[src/rtl/button_debounce_multi.sv]
// N-channel push-button conditioner: two-flop synchroniser, stability-count debounce,
// and registered press/release/long-press/auto-repeat pulses per channel.
module button_debounce_multi #(
   parameter int unsigned     N_CH          = 4,
   parameter int unsigned     STABLE_CYCLES = 65535,
   parameter int unsigned     LONG_CYCLES   = 25000000,
   parameter int unsigned     REPEAT_CYCLES = 5000000,
   parameter logic [N_CH-1:0] ACTIVE_LOW    = '0
) (
   input  logic            clk,
   input  logic            rst,
   input  logic [N_CH-1:0] btn_in,
   output logic [N_CH-1:0] btn_state,
   output logic [N_CH-1:0] btn_rise,
   output logic [N_CH-1:0] btn_fall,
   output logic [N_CH-1:0] btn_long,
   output logic [N_CH-1:0] btn_repeat
);

   localparam int unsigned CW       = $clog2(STABLE_CYCLES);
   localparam int unsigned HOLD_MAX = (LONG_CYCLES > REPEAT_CYCLES) ? LONG_CYCLES : REPEAT_CYCLES;
   localparam int unsigned HW       = $clog2(HOLD_MAX + 1);

   localparam logic [CW-1:0] CNT_LAST  = CW'(STABLE_CYCLES - 1);
   localparam logic [HW-1:0] LONG_LAST = HW'(LONG_CYCLES - 1);
   localparam logic [HW-1:0] LONG_SAT  = HW'(LONG_CYCLES);
   localparam logic [HW-1:0] RPT_LAST  = HW'((REPEAT_CYCLES > 0) ? REPEAT_CYCLES - 1 : 0);

   typedef enum logic [1:0] {IDLE, HOLD, REPEAT} hold_state_t;

   for (genvar i = 0; i < N_CH; i++) begin : g_ch
      logic          s1, s2, level, flip;
      logic          rise_q, fall_q, long_q, rpt_q, long_d, rpt_d;
      logic [CW-1:0] cnt;
      logic [HW-1:0] hcnt, hcnt_d;
      hold_state_t   hs, hs_d;

      // Level flips on the edge where the last of STABLE_CYCLES differing samples is seen
      assign flip = (s2 != level) && (cnt == CNT_LAST);

      always_ff @(posedge clk) begin
         if (rst) begin
            s1     <= 1'b0;
            s2     <= 1'b0;
            level  <= 1'b0;
            cnt    <= '0;
            rise_q <= 1'b0;
            fall_q <= 1'b0;
         end else begin
            s1     <= btn_in[i] ^ ACTIVE_LOW[i];
            s2     <= s1;
            rise_q <= flip & s2;
            fall_q <= flip & ~s2;
            if (s2 == level) begin
               cnt <= '0;
            end else if (flip) begin
               level <= s2;
               cnt   <= '0;
            end else begin
               cnt <= cnt + CW'(1);
            end
         end
      end

      always_ff @(posedge clk) begin
         if (rst) begin
            hs     <= IDLE;
            hcnt   <= '0;
            long_q <= 1'b0;
            rpt_q  <= 1'b0;
         end else begin
            hs     <= hs_d;
            hcnt   <= hcnt_d;
            long_q <= long_d;
            rpt_q  <= rpt_d;
         end
      end

      // Release takes priority so no long/repeat pulse can coincide with the fall
      always_comb begin
         hs_d   = hs;
         hcnt_d = hcnt;
         long_d = 1'b0;
         rpt_d  = 1'b0;
         if (flip && !s2) begin
            hs_d   = IDLE;
            hcnt_d = '0;
         end else begin
            unique case (hs)
               IDLE: begin
                  if (flip) begin
                     hs_d   = HOLD;
                     hcnt_d = '0;
                  end
               end
               HOLD: begin
                  if (hcnt == LONG_LAST) begin
                     long_d = 1'b1;
                     if (REPEAT_CYCLES != 0) begin
                        hs_d   = REPEAT;
                        hcnt_d = '0;
                     end else begin
                        hcnt_d = LONG_SAT;
                     end
                  end else if (hcnt != LONG_SAT) begin
                     hcnt_d = hcnt + HW'(1);
                  end
               end
               REPEAT: begin
                  if (hcnt == RPT_LAST) begin
                     rpt_d  = 1'b1;
                     hcnt_d = '0;
                  end else begin
                     hcnt_d = hcnt + HW'(1);
                  end
               end
               default: begin
                  hs_d   = IDLE;
                  hcnt_d = '0;
               end
            endcase
         end
      end

      assign btn_state[i]  = level;
      assign btn_rise[i]   = rise_q;
      assign btn_fall[i]   = fall_q;
      assign btn_long[i]   = long_q;
      assign btn_repeat[i] = rpt_q;
   end

endmodule
[config.mk]
export PLATFORM = sky130hd
export DESIGN_NAME = button_debounce_multi
export DESIGN_NICKNAME = d
export VERILOG_FILES = /design/src/rtl/button_debounce_multi.sv
export SDC_FILE = /design/constraint.sdc
export NUM_CORES = 1
export LEC_CHECK = 0
export ABC_AREA = 0
export CAP_MARGIN = 5
export CORE_ASPECT_RATIO = 1.25
export CORE_MARGIN = 5
export CORE_UTILIZATION = 25
export DETAILED_ROUTE_END_ITERATION = 8
export HOLD_SLACK_MARGIN = 0.08
export PLACE_DENSITY_LB_ADDON = 0.3
export SETUP_SLACK_MARGIN = 0.4
export SYNTH_ARGS = -nofsm -noshare
export SYNTH_HDL_FRONTEND = slang
export SYNTH_SLANG_ARGS = --single-unit
[constraint.sdc]
create_clock -name clk -period 2.8 [get_ports clk]
set_clock_uncertainty 0.05 [all_clocks]
set_input_delay 0.56 -clock clk [delete_from_list [all_inputs] [get_ports clk]]
set_output_delay 0.56 -clock clk [all_outputs]
set_load 0.02 [all_outputs]
* Word-level counts from Yosys, hierarchy flattened *
Index checks and enable logic that the tools add are counted.

operators by class
  add/subtract/negate cells = 8
  equal/unequal tests = 44
  multiplexer cells = 40
  bitwise gates (word level) = 24
  reductions and logical operators = 44

operators by type and width
  operator               number
  $mux 25                16
  $pmux 25 s3            4
  $add 25x1->25 const B  4
  $eq 25x23->1 const B   4
  $eq 25x25->1 const B   4
  $ne 25x25->1 const B   4
  $add 16x1->16 const B  4
  $eq 16x16->1 const B   4
  $reduce_or 3->1        12
  $pmux 2 s3             4
  $mux 2                 8
  $ne 2x2->1 const B     8
  $not 1->1              16
  $reduce_and 2->1       8
  $ne 3x3->1 const B     4
  $reduce_and 3->1       4
  $and 1x1->1            8
  $eq 2x1->1 const B     4
  $eq 2x2->1 const B     4
  $logic_and 1x1->1      8
  $logic_not 2->1        4
  $mux 1                 8
  $reduce_or 2->1        4
  $eq 1x1->1             4
  2 further kinds        8

storage, ports and cells
  bits in registers = 200
  bits of input ports = 6
  output and inout bits = 20
  logic and storage cells = 200

* Depth between registers and ports, before layout *
  depth after elaboration = 4
  gate-level depth with buffers = 10
  mapped depth without buffers = 8

* Worst setup path after synthesis *
No wires, ideal clock.

  path kind = register -> register
  start point = reg g_ch[1].hcnt[0]
  end point = reg g_ch[1].hcnt[8]
  setup time = 0.130 ns
  arrival = 2.224 ns
  data required time = 2.620 ns
  slack = 0.396 ns
  cell stages (with the launch flop) = 10
  path buffers = 2
  period minus slack after synthesis = 2.404 ns
  cell sequence = dfxtp_1 -> ha_1 -> nand3_1 -> or3_1 -> o41ai_2 -> a21boi_1 -> clkbuf_1 -> clkbuf_1 -> a32oi_1 -> o21ai_0

on the way
  cells in the longest elaborated chain, start to end = 4
  elaborated cells on any way between the ends = 10
  classes of those cells = 1 x add/sub; 4 x eq/ne; 4 x mux; 1 x reduce/logical

ends and longest elaborated chain
  what                      line      text
  start: declaration        35        logic [HW-1:0] hcnt, hcnt_d;
  start signal: assignment  73        hcnt <= hcnt_d;
  $add 25x1->25             106, 114
  $mux 25                   105       end else if (hcnt != LONG_SAT) begin
  $mux 25                   97        if (hcnt == LONG_LAST) begin
  $pmux 25 s3               89        unique case (hs)

Several ways; a longest one is shown, not always the timed one. The select of a mux whose other input is x is not followed.
A chain may end at the register's enable or synchronous reset.

* Worst setup path in the final report *
  start point = reg g_ch[2].hcnt[15]
  end point = reg g_ch[2].hcnt[15]

on the way
  cells in the longest elaborated chain, start to end = 4
  elaborated cells on any way between the ends = 10
  classes of those cells = 1 x add/sub; 4 x eq/ne; 4 x mux; 1 x reduce/logical

ends and longest elaborated chain
  what                      line
  start: declaration        35
  start signal: assignment  73
  $add 25x1->25             106, 114
  $mux 25                   105
  $mux 25                   97
  $pmux 25 s3               89

Several ways; a longest one is shown, not always the timed one. The select of a mux whose other input is x is not followed.

==> results.cfg <==
[worst_setup_path]
required_ps = 3090
reg2reg_from = g_ch[2].hcnt[15]
worstSetupPathType = register to register
startpoint_type = register
rr_endpoint = g_ch[2].hcnt[15]
worst_path_largest_cell_delay_ps = 600
r2r_cells = 8
path_cells = or4bb_4, or4_4, o21ai_4, a21oi_4, buf_6, buf_12, a21oi_2, o32ai_2
critPathCapture = g_ch[2].hcnt[15]
rrSetupSlack_ps = 320
cp.depth = 8
crit_family = simple AND/OR/NAND/NOR gates
arrival_ps = 2770
critPathBufInv = 2
crit_slowest_cell = or4_4
cp_max_fo = 5
cp-startpoint = g_ch[2].hcnt[15]
critPathCaptureType = register

[synth]
synth.distinct_cells = 83
yosys-top-cells-count = 200 x dfxtp_1, 141 x nor2_1, 106 x nand2_1
synth-xor-area-share_pct = 4.78
syn_nets = 1305
synth_fa_ha_area_share_pct = 3.35
synthSimpleGateAreaFrac_pct = 30.4
synth_top_family_by_area = simple AND/OR/NAND/NOR gates
yosysTopAreaCell = dfxtp_1
syn_area_sq_um = 10400
synth.area.mux_share_pct = 0.192
syn_area_per_cell_sq_um = 8.22
synthMostInstantiatedCell = dfxtp_1
ys_ff_latch = 200
synth-compound-area-share_pct = 17.1
synth_top_cell_area_share_pct = 38.3
ys_top_cells_by_area = dfxtp_1 38%, nor2_1 5.1%, nand3_1 4.1%
ys_seq_area_share_pct = 38.3
ys.flop_type = dfxtp_1
async_flop_share_pct = 0
synthCells = 1271
synth_edf_count = 0
yosysWarnings = 0

[power_and_ir_drop]
total_power_w = 0.00564
p_per_area_nw_per_um2 = 426
vdd.ir_drop.worst_mv = 0.285
leakagePower_nw = 4.24

[layout]
top_regs = g_ch.hcnt (100), g_ch.cnt (64), g_ch.hs (8)
drive_above_1_share_pct = 21.3
num-nets-final = 1395
antennaDiodeCount = 0
largest-register = g_ch.hcnt
syn2layout_area_growth_pct = 26.9
largest_reg_flops = 100

[sta]
finalCritPeriodShare_pct = 88.6
worst_pin_slew_ps = 568
fin_tns_setup_ps = 0
rsz0062_at_grt = yes
finalSetupViolations = 0
slew_viol_final = 0
slew_headroom_pct = 62.0
hold_viol = 0
post-route-min-period_ps = 2480
fmax_mhz = 403

[cts]
clockBufferDepth = 2
clock_latency_ps = 450
root_buffer = clkbuf_16
postCtsHoldBufs = 0
clkTransAtPathRegs_ps = 80
numCtsBuffers = 17
cts.htree.levels = 4
clock-sinks = 200
cts_tree = built

[placement]
gp_congestion = 0.861
port-buffer-count = 25
dp.final_hpwl_microns = 19000

[floorplanning]
start_util_pct = 25.3
dieArea_sq_um = 46000
dieWidth_microns = 193
num_rows = 83
core-area_sq_um = 41200
chipHeight_microns = 239
io_pins = 26

[drt]
drt-vias-per-instance = 4.98
drt-initial-drc-count = 542
drtAntennaViolNets = 0
num_vias = 9600
drt_first_pass_iters = 5
wirelength_microns = 28200
drc = 0
avgRoutedWirePerCell_microns = 14.7

[job]
drv_cap = 0

[grt]
grt_first_pass_wirelength_microns = 45300
globalRouteTotalUtil_pct = 11.9
antenna_found_initial = 0
grt_pass1_vias = 9041
grt_max_degree = 27
overflow = 0

[outcome]
status = completed

[min_path]
hp-start = g_ch[3].cnt[0]
hp-class = register to register
==> metrics by stage <==
stage / setup slack (ps) / util, % / instances / instance area (sq um) / hold slack, ps
global route: 236 / 32.2 / 1926 / 13300 / 402
global placement: 146 / 28.2 / 1848 / 11600 / 365
finish: 320 / 32.2 / 1926 / 13300 / 390
CTS: 350 / 30.6 / 1904 / 12600 / 394
floorplan: 400 / - / 1271 / 10400 / 364
detailed placement: 146 / 28.2 / 1848 / 11600 / 378
==> cells by family (layout without fill, tap and decap cells) <==
| logic type | after synthesis | in the layout |
|---|---|---|
| adder cells (fa/ha/maj) | 28 | 28 |
| buffers and inverters | 132 | 232 |
| AO/OA/AOI/OAI | 252 | 253 |
| AND/OR/NAND/NOR | 600 | 602 |
| XOR/XNOR | 57 | 57 |
| multiplexers | 2 | 2 |
| flip-flops | 200 | 200 |
==> area by class of cell <==
type | count | area [sq um]
fill | 4354 | 28000
tap | 552 | 691
sequential | 200 | 4070
multi-input combinational | 942 | 6390
timing repair buffer | 143 | 1300
inverter | 57 | 214
clock buffer | 17 | 425
clock inverter | 15 | 165
==> report_power, final <==
| part | internal [W] | switching [W] | leakage [nW] |
|---|---|---|---|
| combinational | 0.000106 | 0.000172 | 2.33 |
| clock | 0.00127 | 0.00124 | 0.277 |
| sequential | 0.00284 | 0.00000921 | 1.63 |
| total | 0.00422 | 0.00143 | 4.24 |
==> what timing repair did <==
item                       4_1_cts  5_1_grt
gates resized for setup         58      121
setup endpoints to repair       89       99
gates cloned                     5        3
pin swaps                       13       51
setup buffers                   19       19
==> worst reg2reg max path, delay by kind of cell (launching register included) <==
family                 cells  cell delay (ps)
AOI/OAI and AO/OA          4              550
and+or+nand+nor            2             1150
buffers and inverters      2              280
DFF                        1              340
==> placed cells by master (no fill, tap or decap), types with 12 or more instances in the layout <==
cell / instances
inv_1: 55
nor2b_1: 13
nand4_1: 46
nand2_1: 105
clkdlybuf4s50_1: 25
dfxtp_2: 13
dfxtp_1: 175
or3_1: 23
o21ai_0: 38
nor2_1: 140
ha_1: 22
o31ai_1: 12
nor3_1: 33
and3_1: 21
a21oi_1: 26
buf_6: 22
nand3_1: 78
and4_1: 17
or4_1: 16
a21oi_2: 14
a22o_1: 18
xnor2_1: 23
xor2_1: 34
buf_4: 84
o21ai_1: 15
a31oi_1: 16
dfxtp_4: 12
clkbuf_16: 17
a32oi_1: 13
==> how the worst min path moves through the flow <==
stage                     slack, ps              to  cells past startpoint
after global routing            400  g_ch[1].cnt[0]                      1
after global placement          360      g_ch[1].s2                      1
final                           390  g_ch[3].cnt[0]                      1
after floorplan                 360      g_ch[0].s2                      1
after CTS                       390      g_ch[1].s2                      1
after detailed placement        380      g_ch[1].s2                      1
==> routing by layer <==
| layer | part of all wire (%) | vias to the layer above | GRT usage (%) |
|---|---|---|---|
| met1 | 45 | 4610 | 14.9 |
| met2 | 50 | 149 | 20.6 |
| met5 | 0 | - | 0 |
| met4 | 1.7 | 0 | 3.55 |
| met3 | 3.1 | 30 | 2.44 |
| li1 | - | 4811 | - |
No activity file was read; power rests on OpenSTA's default activity.
==> variant (same flow settings) <==
Make the reset (`rst`) asynchronous in 2 clocked blocks.
--- a/src/rtl/button_debounce_multi.sv
+++ b/src/rtl/button_debounce_multi.sv
@@ -40,3 +40,3 @@
 
-      always_ff @(posedge clk) begin
+      always_ff @(posedge clk or posedge rst) begin
          if (rst) begin
@@ -64,3 +64,3 @@
 
-      always_ff @(posedge clk) begin
+      always_ff @(posedge clk or posedge rst) begin
          if (rst) begin
Check against the original RTL: same outputs for any inputs over 4 cycles, from zero or initial values and one cycle with rst high; that may be too few to reach the edited logic, so the function may still have changed.
==> variant against the unedited design <==
  * Cell area increased by 2.9%
  * Worst setup slack lost 170 ps
  * Total power fell by 0.86%
  * First-iteration DRC count shrank 12%
  * Sequential cell count unchanged
  * Synthesized area rose by 5.0%
  * Routed wire length is 2.4% lower
  * Critical path depth down 1
==> variant: results (changes against the unedited design) <==
* Post-synth top cells: 200 x dfrtp_1, 147 x nor2_1, 91 x nand2_1 (was 200 x dfxtp_1, 141 x nor2_1, 106 x nand2_1)
* GRT met1 Usage at 13.8% (was 14.9%)
* Unique masters post-synth at 69 (was 83)
* Routed wl met3 at 835 um (was 883 um)
* Largest net degree at the start of global routing at 51 (was 27)
* Combinational share of power at 2.5% (was 4.9%)
* Share of cells above drive strength 1 at 17.5% (was 21.3%)
* Slew Limit Headroom at 46.5% (was 62.0%)
* Met3 Use GR at 2.52% (was 2.44%)
* Final net count at 1319 (was 1395)
* VDD IR max at 350 uV (was 285 uV)
* Synth top area cells: dfrtp_1 46%, nor2_1 5.0%, a22o_1 4.0%, ha_1 3.7%, nand2_1 3.1% (was dfxtp_1 38%, nor2_1 5.1%, nand3_1 4.1%, nand2_1 3.8%, ha_1 3.4%)
* Outcome: finished clean (unchanged)
* Placed Area at 0.0121 mm^2 (was 0.0116 mm^2)
* Net Sw Frac at 24.0% (was 25.3%)
* Met2 usage at 19.5% (was 20.6%)
* 1st-iter DRT viols at 478 (was 542)
* Cells after synthesis at 1181 (was 1271)
* Global-route usage over all layers at 11.3% (was 11.9%)
* R2r setup slk at 150 ps (was 320 ps)
* Final Non-Filler Cells at 1859 (was 1926)
* Vias in the first global route at 9054 (was 9041)
* Reg2reg path depth at 7 (was 8)
* Slowest Stage Delay on Critical Path at 510 ps (was 600 ps)
* Clk Latency, worst-skew pair at 470 ps (was 450 ps)
* Crit-path slowest cell: or4_1 (was or4_4)
* Met1 wire length at 12200 um (was 12800 um)
* Synthesized Nets at 1219 (was 1305)
variant: final cells by class:
| cell class | instances | area [um^2] | share of cell area (%) |
|---|---|---|---|
| multi-input combinational | 864 | 5820 | 42.7 |
| sequential | 200 | 5010 | 36.8 |
| timing repair buffer | 137 | 1280 | 9.38 |
| tap | 565 | 707 | 5.18 |
| clock buffer | 20 | 457 | 3.35 |
| inverter | 61 | 233 | 1.71 |
| clock inverter | 12 | 128 | 0.936 |
variant: timing repair:
item | 4_1_cts | 5_1_grt
resized for setup | 28 | 69
setup endpoints to repair | 97 | 96
pin swaps | 10 | 26
setup buffers | 15 | 26
gates cloned | 0 | 6
variant: cell families (layout without fill, tap and decap cells):
kind of cell / count (synthesis) / in the layout / synth area share, %
buffers and inverters: 118 / 230 / 4.97
XOR/XNOR: 61 / 61 / 4.87
multiplexers: 2 / 2 / 0.183
AO/OA/AOI/OAI: 239 / 240 / 15.7
flip-flops: 200 / 200 / 45.6
AND/OR/NAND/NOR: 529 / 529 / 25.0
adder cells (fa/ha/maj): 32 / 32 / 3.65
variant: worst min-delay path by stage:
stage,startpoint,to,slack [ps],cells after the start
2_1_floorplan,g_ch[0].s1,g_ch[0].s2,280,0
3_3_place_gp,g_ch[1].s1,g_ch[1].s2,290,0
3_5_place_dp,g_ch[0].s1,g_ch[0].s2,290,0
4_1_cts,g_ch[1].s1,g_ch[1].s2,310,0
5_1_grt,g_ch[0].s1,g_ch[0].s2,320,0
6_report,g_ch[1].s1,g_ch[1].s2,310,0
variant: through the flow:
step | worst slack, ps | util (%)
floorplan | -398 | -
global placement | 7.01 | 28.1
detailed placement | -96.2 | 28.1
CTS | 232 | 30.0
global route | 104 | 31.5
finish | 148 | 31.5
